## src/rtl/key_start_ctrl.sv

```systemverilog
// rtl/key_start_ctrl.sv - key debounce and m1/m2 start/track control (optional timeout: START_TIMEOUT_EN)
module key_start_ctrl #(
   parameter int         DEBOUNCE_CYCLES = 500000,
   parameter int         TIMEOUT_CYCLES  = 1000000,
   parameter logic [3:0] ADDR_LSB        = 4'h2
) (
   input  logic        clk,
   input  logic        rstn,
   input  logic [3:0]  keysn,
   input  logic [17:0] sws,
   input  logic        m1_done,
   input  logic        m2_done,
   output logic        m1_start,
   output logic        m2_start,
   output logic        m1_mode,
   output logic        m2_mode,
   output logic [15:0] m1_addr,
   output logic [15:0] m2_addr,
   output logic [1:0]  busy,
   output logic [1:0]  err
);

   localparam int            CW        = $clog2(DEBOUNCE_CYCLES + 1);
   localparam logic [CW-1:0] C_DB_LAST = CW'(DEBOUNCE_CYCLES - 1);

   typedef enum logic [1:0] {
      ST_IDLE  = 2'd0,
      ST_START = 2'd1,
      ST_WAIT  = 2'd2
   } state_t;

   logic [3:0]    r_sync1;
   logic [3:0]    r_sync2;
   logic [3:0]    r_db;
   logic [3:0]    r_db_d;
   logic [CW-1:0] r_cnt [4];
   logic [3:0]    w_press;

   state_t        r_state     [2];
   state_t        w_state_nxt [2];
   logic [1:0]    w_trig;
   logic [1:0]    w_done;
   logic [1:0]    w_tmo;
   logic          r_m1_mode;
   logic          r_m2_mode;
   logic [15:0]   r_m1_addr;
   logic [15:0]   r_m2_addr;

   // Keys are active-low, so a press is the debounced level falling.
   assign w_press = r_db_d & ~r_db;

   always_ff @(posedge clk) begin
      if (!rstn) begin
         r_sync1 <= 4'hF;
         r_sync2 <= 4'hF;
         r_db    <= 4'hF;
         r_db_d  <= 4'hF;
         for (int k = 0; k < 4; k++) r_cnt[k] <= '0;
      end else begin
         r_sync1 <= keysn;
         r_sync2 <= r_sync1;
         r_db_d  <= r_db;
         for (int k = 0; k < 4; k++) begin
            if (r_sync2[k] == r_db[k]) begin
               r_cnt[k] <= '0;
            end else if (r_cnt[k] >= C_DB_LAST) begin
               r_db[k]  <= r_sync2[k];
               r_cnt[k] <= '0;
            end else begin
               r_cnt[k] <= r_cnt[k] + CW'(1);
            end
         end
      end
   end

   assign w_trig[0] = (w_press[0] | w_press[2]) & sws[0];
   assign w_trig[1] = (w_press[1] | w_press[2]) & sws[2];
   assign w_done    = {m2_done, m1_done};

   always_comb begin
      for (int x = 0; x < 2; x++) begin
         w_state_nxt[x] = r_state[x];
         case (r_state[x])
            ST_IDLE:  if (w_trig[x]) w_state_nxt[x] = ST_START;
            ST_START: w_state_nxt[x] = ST_WAIT;
            ST_WAIT:  if (w_done[x] || w_tmo[x]) w_state_nxt[x] = ST_IDLE;
            default:  w_state_nxt[x] = ST_IDLE;
         endcase
      end
   end

   always_ff @(posedge clk) begin
      if (!rstn) begin
         r_state[0] <= ST_IDLE;
         r_state[1] <= ST_IDLE;
         r_m1_mode  <= 1'b0;
         r_m2_mode  <= 1'b0;
         r_m1_addr  <= '0;
         r_m2_addr  <= '0;
      end else begin
         r_state[0] <= w_state_nxt[0];
         r_state[1] <= w_state_nxt[1];
         if (r_state[0] == ST_IDLE && w_trig[0]) begin
            r_m1_mode <= sws[1];
            r_m1_addr <= {sws[15:4], ADDR_LSB};
         end
         if (r_state[1] == ST_IDLE && w_trig[1]) begin
            r_m2_mode <= sws[3];
            r_m2_addr <= {sws[15:4], ADDR_LSB};
         end
      end
   end

`ifdef START_TIMEOUT_EN
   localparam int            TW        = $clog2(TIMEOUT_CYCLES + 1);
   localparam logic [TW-1:0] C_TO_LAST = TW'(TIMEOUT_CYCLES - 1);

   logic [TW-1:0] r_tcnt [2];
   logic [1:0]    r_err;

   // A done arriving in the expiry cycle wins over the timeout.
   always_comb begin
      for (int x = 0; x < 2; x++) begin
         w_tmo[x] = (r_state[x] == ST_WAIT) && !w_done[x] && (r_tcnt[x] >= C_TO_LAST);
      end
   end

   always_ff @(posedge clk) begin
      if (!rstn) begin
         r_tcnt[0] <= '0;
         r_tcnt[1] <= '0;
         r_err     <= 2'b00;
      end else begin
         for (int x = 0; x < 2; x++) begin
            if (r_state[x] != ST_WAIT)    r_tcnt[x] <= '0;
            else if (r_tcnt[x] < C_TO_LAST) r_tcnt[x] <= r_tcnt[x] + TW'(1);
         end
         r_err <= w_tmo | (r_err & ~{2{w_press[3]}});
      end
   end

   assign err = r_err;
`else
   assign w_tmo = 2'b00;
   assign err   = 2'b00;
`endif

   logic w_unused_ok;
   assign w_unused_ok = &{1'b0, sws[17:16], w_press[3], TIMEOUT_CYCLES[0]};

   assign m1_start = (r_state[0] == ST_START);
   assign m2_start = (r_state[1] == ST_START);
   assign busy     = {r_state[1] != ST_IDLE, r_state[0] != ST_IDLE};
   assign m1_mode  = r_m1_mode;
   assign m2_mode  = r_m2_mode;
   assign m1_addr  = r_m1_addr;
   assign m2_addr  = r_m2_addr;

endmodule
```

## config.mk

```make
export PLATFORM = sky130hd
export DESIGN_NAME = key_start_ctrl
export DESIGN_NICKNAME = d
export VERILOG_FILES = /design/src/rtl/key_start_ctrl.sv
export SDC_FILE = /design/constraint.sdc
export NUM_CORES = 1
export LEC_CHECK = 0
export ABC_AREA = 1
export CELL_PAD_IN_SITES_DETAIL_PLACEMENT = 1
export CELL_PAD_IN_SITES_GLOBAL_PLACEMENT = 1
export CORE_MARGIN = 2
export CORE_UTILIZATION = 35
export DETAILED_ROUTE_END_ITERATION = 16
export PLACE_DENSITY = 0.76
export SLEW_MARGIN = 20
export SYNTH_ARGS = -nofsm -noshare
export SYNTH_HDL_FRONTEND = slang
export SYNTH_SLANG_ARGS = --single-unit
```

## constraint.sdc

```tcl
create_clock -name clk -period 1.97 [get_ports clk]
set_clock_uncertainty 0.05 [all_clocks]
set_input_delay 0.394 -clock clk [delete_from_list [all_inputs] [get_ports clk]]
set_output_delay 0.394 -clock clk [all_outputs]
set_load 0.1 [all_outputs]
```

# Word level (Yosys, flattened, before mapping)
# Memory sizes are Yosys's and may differ from the RTL's.
# Index checks and enable logic that the tools add are counted.
totals:
  output_inout_bits: 40
  memories: 2
  input_bits: 26
  wordCells: 129
  register_bits: 43
  ram_bits: 80
memory_table:
  columns: ["name", "words", "word_bits", "rd", "rd_ports_with_merged_regs", "write_ports", "line_no", "rtl"]
  rows:
  - ["r_cnt", 4, 19, 4, 0, 4, "36", "logic [CW-1:0] r_cnt [4];"]
  - ["r_state", 2, 2, 2, 0, 2, "39", "state_t r_state [2];"]
classes:
  addsub: 4
  bitwise_logic: 24
  n_reduce_logical: 10
  eq_ne: 8
  order_cmp: 4
  mux: 66
ops:
  columns: ["cell", "count"]
  rows:
  - ["19-bit two-way mux", 12]
  - ["19-bit by 1-bit adder with 19-bit output, second input constant", 4]
  - ["19-bit >= comparator, second input constant", 4]
  - ["1-bit two-way mux", 46]
  - ["1-bit OR", 16]
  - ["2-bit two-way mux", 6]
  - ["2-bit case mux with 3 select lines", 2]
  - ["2-bit AND reduction", 4]
  - ["1-bit == test", 4]
  - ["2-bit by 1-bit == test with 1-bit output, second input constant", 2]
  - ["2-bit == test, second input constant", 2]
  - ["2-bit logical NOT", 2]
  - ["1-bit NOT", 4]
  - ["2-bit nonzero test", 2]
  - ["3-bit bitwise AND", 1]
  - ["3-bit NOT", 1]
  - ["1-bit bitwise AND", 2]
  - ["1-bit logical AND", 2]

# Depth between registers and ports, before layout
# An unclocked memory read counts as a cell.
depth:
  word_depth: 8
  depth_mapped: 9

# Least setup slack after synthesis
# No wires, ideal clock.
synth_path:
  kind: "flip-flop to output port"
  startpoint: "memory r_state[0][0] (netlist bit)"
  endpoint: "output m1_start"
  required_ns: 1.526
  setup_slack_ns: -0.084
  arrival_time_ns: 1.610
  n_path_buf: 0
  stages_incl_launch_ff: 3
  path_cell_list: "dfxtp_1 inv_1 nor2_1"
synth_lines:
  columns: ["item", "line_no", "rtl"]
  rows:
  - ["start: declaration", "39", null]
  - ["end: declaration", "13", "output logic m1_start,"]

==> flow_metrics.py <==
metrics = {
    "run_status": {
        "status": "completed",
    },
    "run": {
        "drv_cap": 0,
    },
    "worst_setup_path": {
        "criticalPathCategory": "reg -> reg",
        "required_ns": 2.12,
        "crit_fanout": 9,
        "cp.arrival_ns": 1.99,
        "end_kind": "flip-flop",
        "ff2ff_setup_slack_ns": 0.13,
        "worst_setup_path_start_kind": "flip-flop",
    },
    "yosys": {
        "yosysWarnings": 0,
        "synth_compound_area_frac": 0.0836,
        "muxShareOfSynthArea": 0,
        "synth_edf_count": 57,
        "mappedNetlistArea_sq_um": 5130,
        "yosys.area.top_type": "edfxtp_1",
        "yosys.area_share.simple": 0.253,
        "yosys_most_used_dff": "edfxtp_1",
        "synth.area.top_cells": "edfxtp_1 33%, dfxtp_1 17%, nor2_1 8.2%",
        "netlist_instances": 622,
        "async_reset_ff_frac": 0,
        "synth_top_area_share": 0.333,
        "synth_top_family_by_area": "simple AND/OR/NAND/NOR gates",
        "synth_seq_cells": 101,
        "yosysUniqueCellTypes": 31,
        "synth_area_per_cell_sq_um": 8.25,
        "synth_fa_ha_area_frac": 0.00731,
        "synth_xor_area_frac": 0.0614,
        "yosysSeqAreaShare": 0.505,
    },
    "cells_and_area": {
        "num-nets-final": 775,
        "layout_commonest_cell": "nor2_1",
        "antenna_cells": 0,
        "most-common-layout-cells": "109 x nor2_1, 93 x nand2_1, 84 x inv_1",
        "area_delta_synth_final_pct": 25.2,
        "drive_above_1_share": 0.119,
    },
    "sta": {
        "max_freq_mhz": 544,
        "fin_ws_ns": 0.133,
        "setup_viol": 0,
        "final-max-slew-violation-count": 0,
        "finalCritPeriodShare": 0.932,
        "fin_crit_ns": 1.84,
        "rsz0062_at_grt": "false",
        "finalHoldViolations": 0,
        "fin_tns_setup_ns": 0,
        "hold_slack_ns": 0.370,
    },
    "route": {
        "via_per_inst": 4.65,
        "drt_wl_total_mm": 12.1,
        "firstDrtPassIters": 4,
        "drc": 0,
        "drt_first_iter_violations": 115,
        "post_drt_wl_per_cell_um": 13.0,
        "ant_nets": 0,
        "vias": 4348,
    },
    "floorplan": {
        "die_w_um": 125,
        "coreArea_sq_um": 14400,
        "die_area_sq_um": 15700,
        "rows": 44,
        "ios": 66,
        "die_y_um": 125,
        "start_util": 0.356,
    },
    "clock_tree": {
        "clk_pin_slew_ns": 0.08,
        "ctsHoldBuffers": 0,
        "h-tree-depth": 3,
        "clock-sinks": 101,
        "clk_path_buf_depth": 2,
        "cts_root_buffer": "clkbuf_16",
        "clock_latency_ns": 0.35,
        "tritoncts": "done",
        "cts_setup_buffers": 0,
        "cts_buffers": 9,
    },
    "min_path": {
        "hp-class": "reg -> reg",
    },
    "grt": {
        "grt_overflow": 0,
        "antenna_found_initial": 0,
        "grt_use_total": 0.159,
        "grt_pass1_wl_mm": 20.8,
        "first_global_vias": 4608,
        "grt_start_max_net_pins": 31,
    },
    "placed_design": {
        "dp_hpwl_mm": 8.94,
        "place_ws_ns": -0.0332,
        "gp_congestion": 0.857,
        "io_buffers": 54,
    },
    "pwr": {
        "leakage_nw": 2.57,
        "power_mw": 4.48,
        "pwr_density_cell_nw_per_um2": 698,
        "vdd_ir_drop_max_v": 0.000388,
    },
}
-- worst max-delay path: stages, from the launching register on --
cell      delay, ns
edfxtp_1       0.42
ha_1           0.24
nand3_2        0.11
inv_1          0.08
nand3_1        0.09
nor2_1         0.06
nor2_4         0.17
nand3_2        0.27
nor2_1         0.18
-- power breakdown --
part	switching [mW]	total [mW]	internal, mW	leakage, nW
sequential	0.0595	2.35	2.29	0.944
combinational	0.253	0.372	0.119	1.48
clock	0.878	1.77	0.889	0.144
total	1.19	4.48	3.29	2.57
-- cells in the mapped netlist, types with 4 or more instances --
master	n
nand2_1	93
edfxtp_1	57
nor2_1	112
nor3_1	12
clkbuf_1	6
dfxtp_1	44
buf_4	8
or2_2	9
xnor2_1	8
inv_1	84
nor2_2	4
xor2_1	28
nand4_1	11
o21ai_0	36
nand3_1	40
a21oi_1	42
-- stage by stage --
stage,utilization,std cells,area [sq um]
after floorplan,-,685,5380
after global placement,0.424,918,6120
after detailed placement,0.424,918,6120
after CTS,0.444,934,6410
after global routing,0.445,935,6420
final,0.445,935,6420
-- layout make-up --
type / instances / area (sq um)
Fill cell: 1770 / 8000
Sequential cell: 101 / 2590
Multi-Input combinational cell: 480 / 2350
Timing Repair Buffer: 69 / 648
Inverter: 85 / 319
Tap cell: 184 / 230
Clock buffer: 9 / 225
Clock inverter: 7 / 60.1
-- repair_timing --
action                                  in CTS  in global routing
endpoints found under the setup margin       0                  5
resized for setup                            0                  2
hold endpoints to repair                     0                  0
-- layer usage --
layer	GRT usage	part of all wire	vias up
met5	0	0	-
met4	0.0673	0.017	0
met3	0.0364	0.045	17
met2	0.276	0.50	80
met1	0.191	0.44	2064
li1	-	-	2187
-- registers in the layout (all words and copies together) (netlist names) --
signal,count
r_db,3
r_db_d,3
r_sync2,3
r_sync1,3
m2_mode,1
r_cnt,57
r_state,4
m1_mode,1
m1_addr,13
m2_addr,13
-- path summary, 6_finish.rpt --
kind,depth (start not counted),start,end
min reg2reg,1,r_sync1[2]$_SDFF_PN1_,r_sync2[2]$_SDFF_PN1_
max,8,r_cnt[2][1]$_SDFFCE_PN0P_,r_cnt[2][1]$_SDFFCE_PN0P_
min,1,r_sync1[2]$_SDFF_PN1_,r_sync2[2]$_SDFF_PN1_
max reg2reg,8,r_cnt[2][1]$_SDFFCE_PN0P_,r_cnt[2][1]$_SDFFCE_PN0P_
-- cells by family (layout without fill, tap and decap cells) --
| logic type | Yosys count | in the layout |
|---|---|---|
| adders and majority gates | 3 | 3 |
| and+or+nand+nor | 292 | 293 |
| buffers and inverters | 105 | 170 |
| AOI/OAI and AO/OA | 83 | 83 |
| DFF | 101 | 101 |
| xor gates and xnor gates | 36 | 36 |
| other | 2 | 65 |
(Power assumes the default switching activity.)
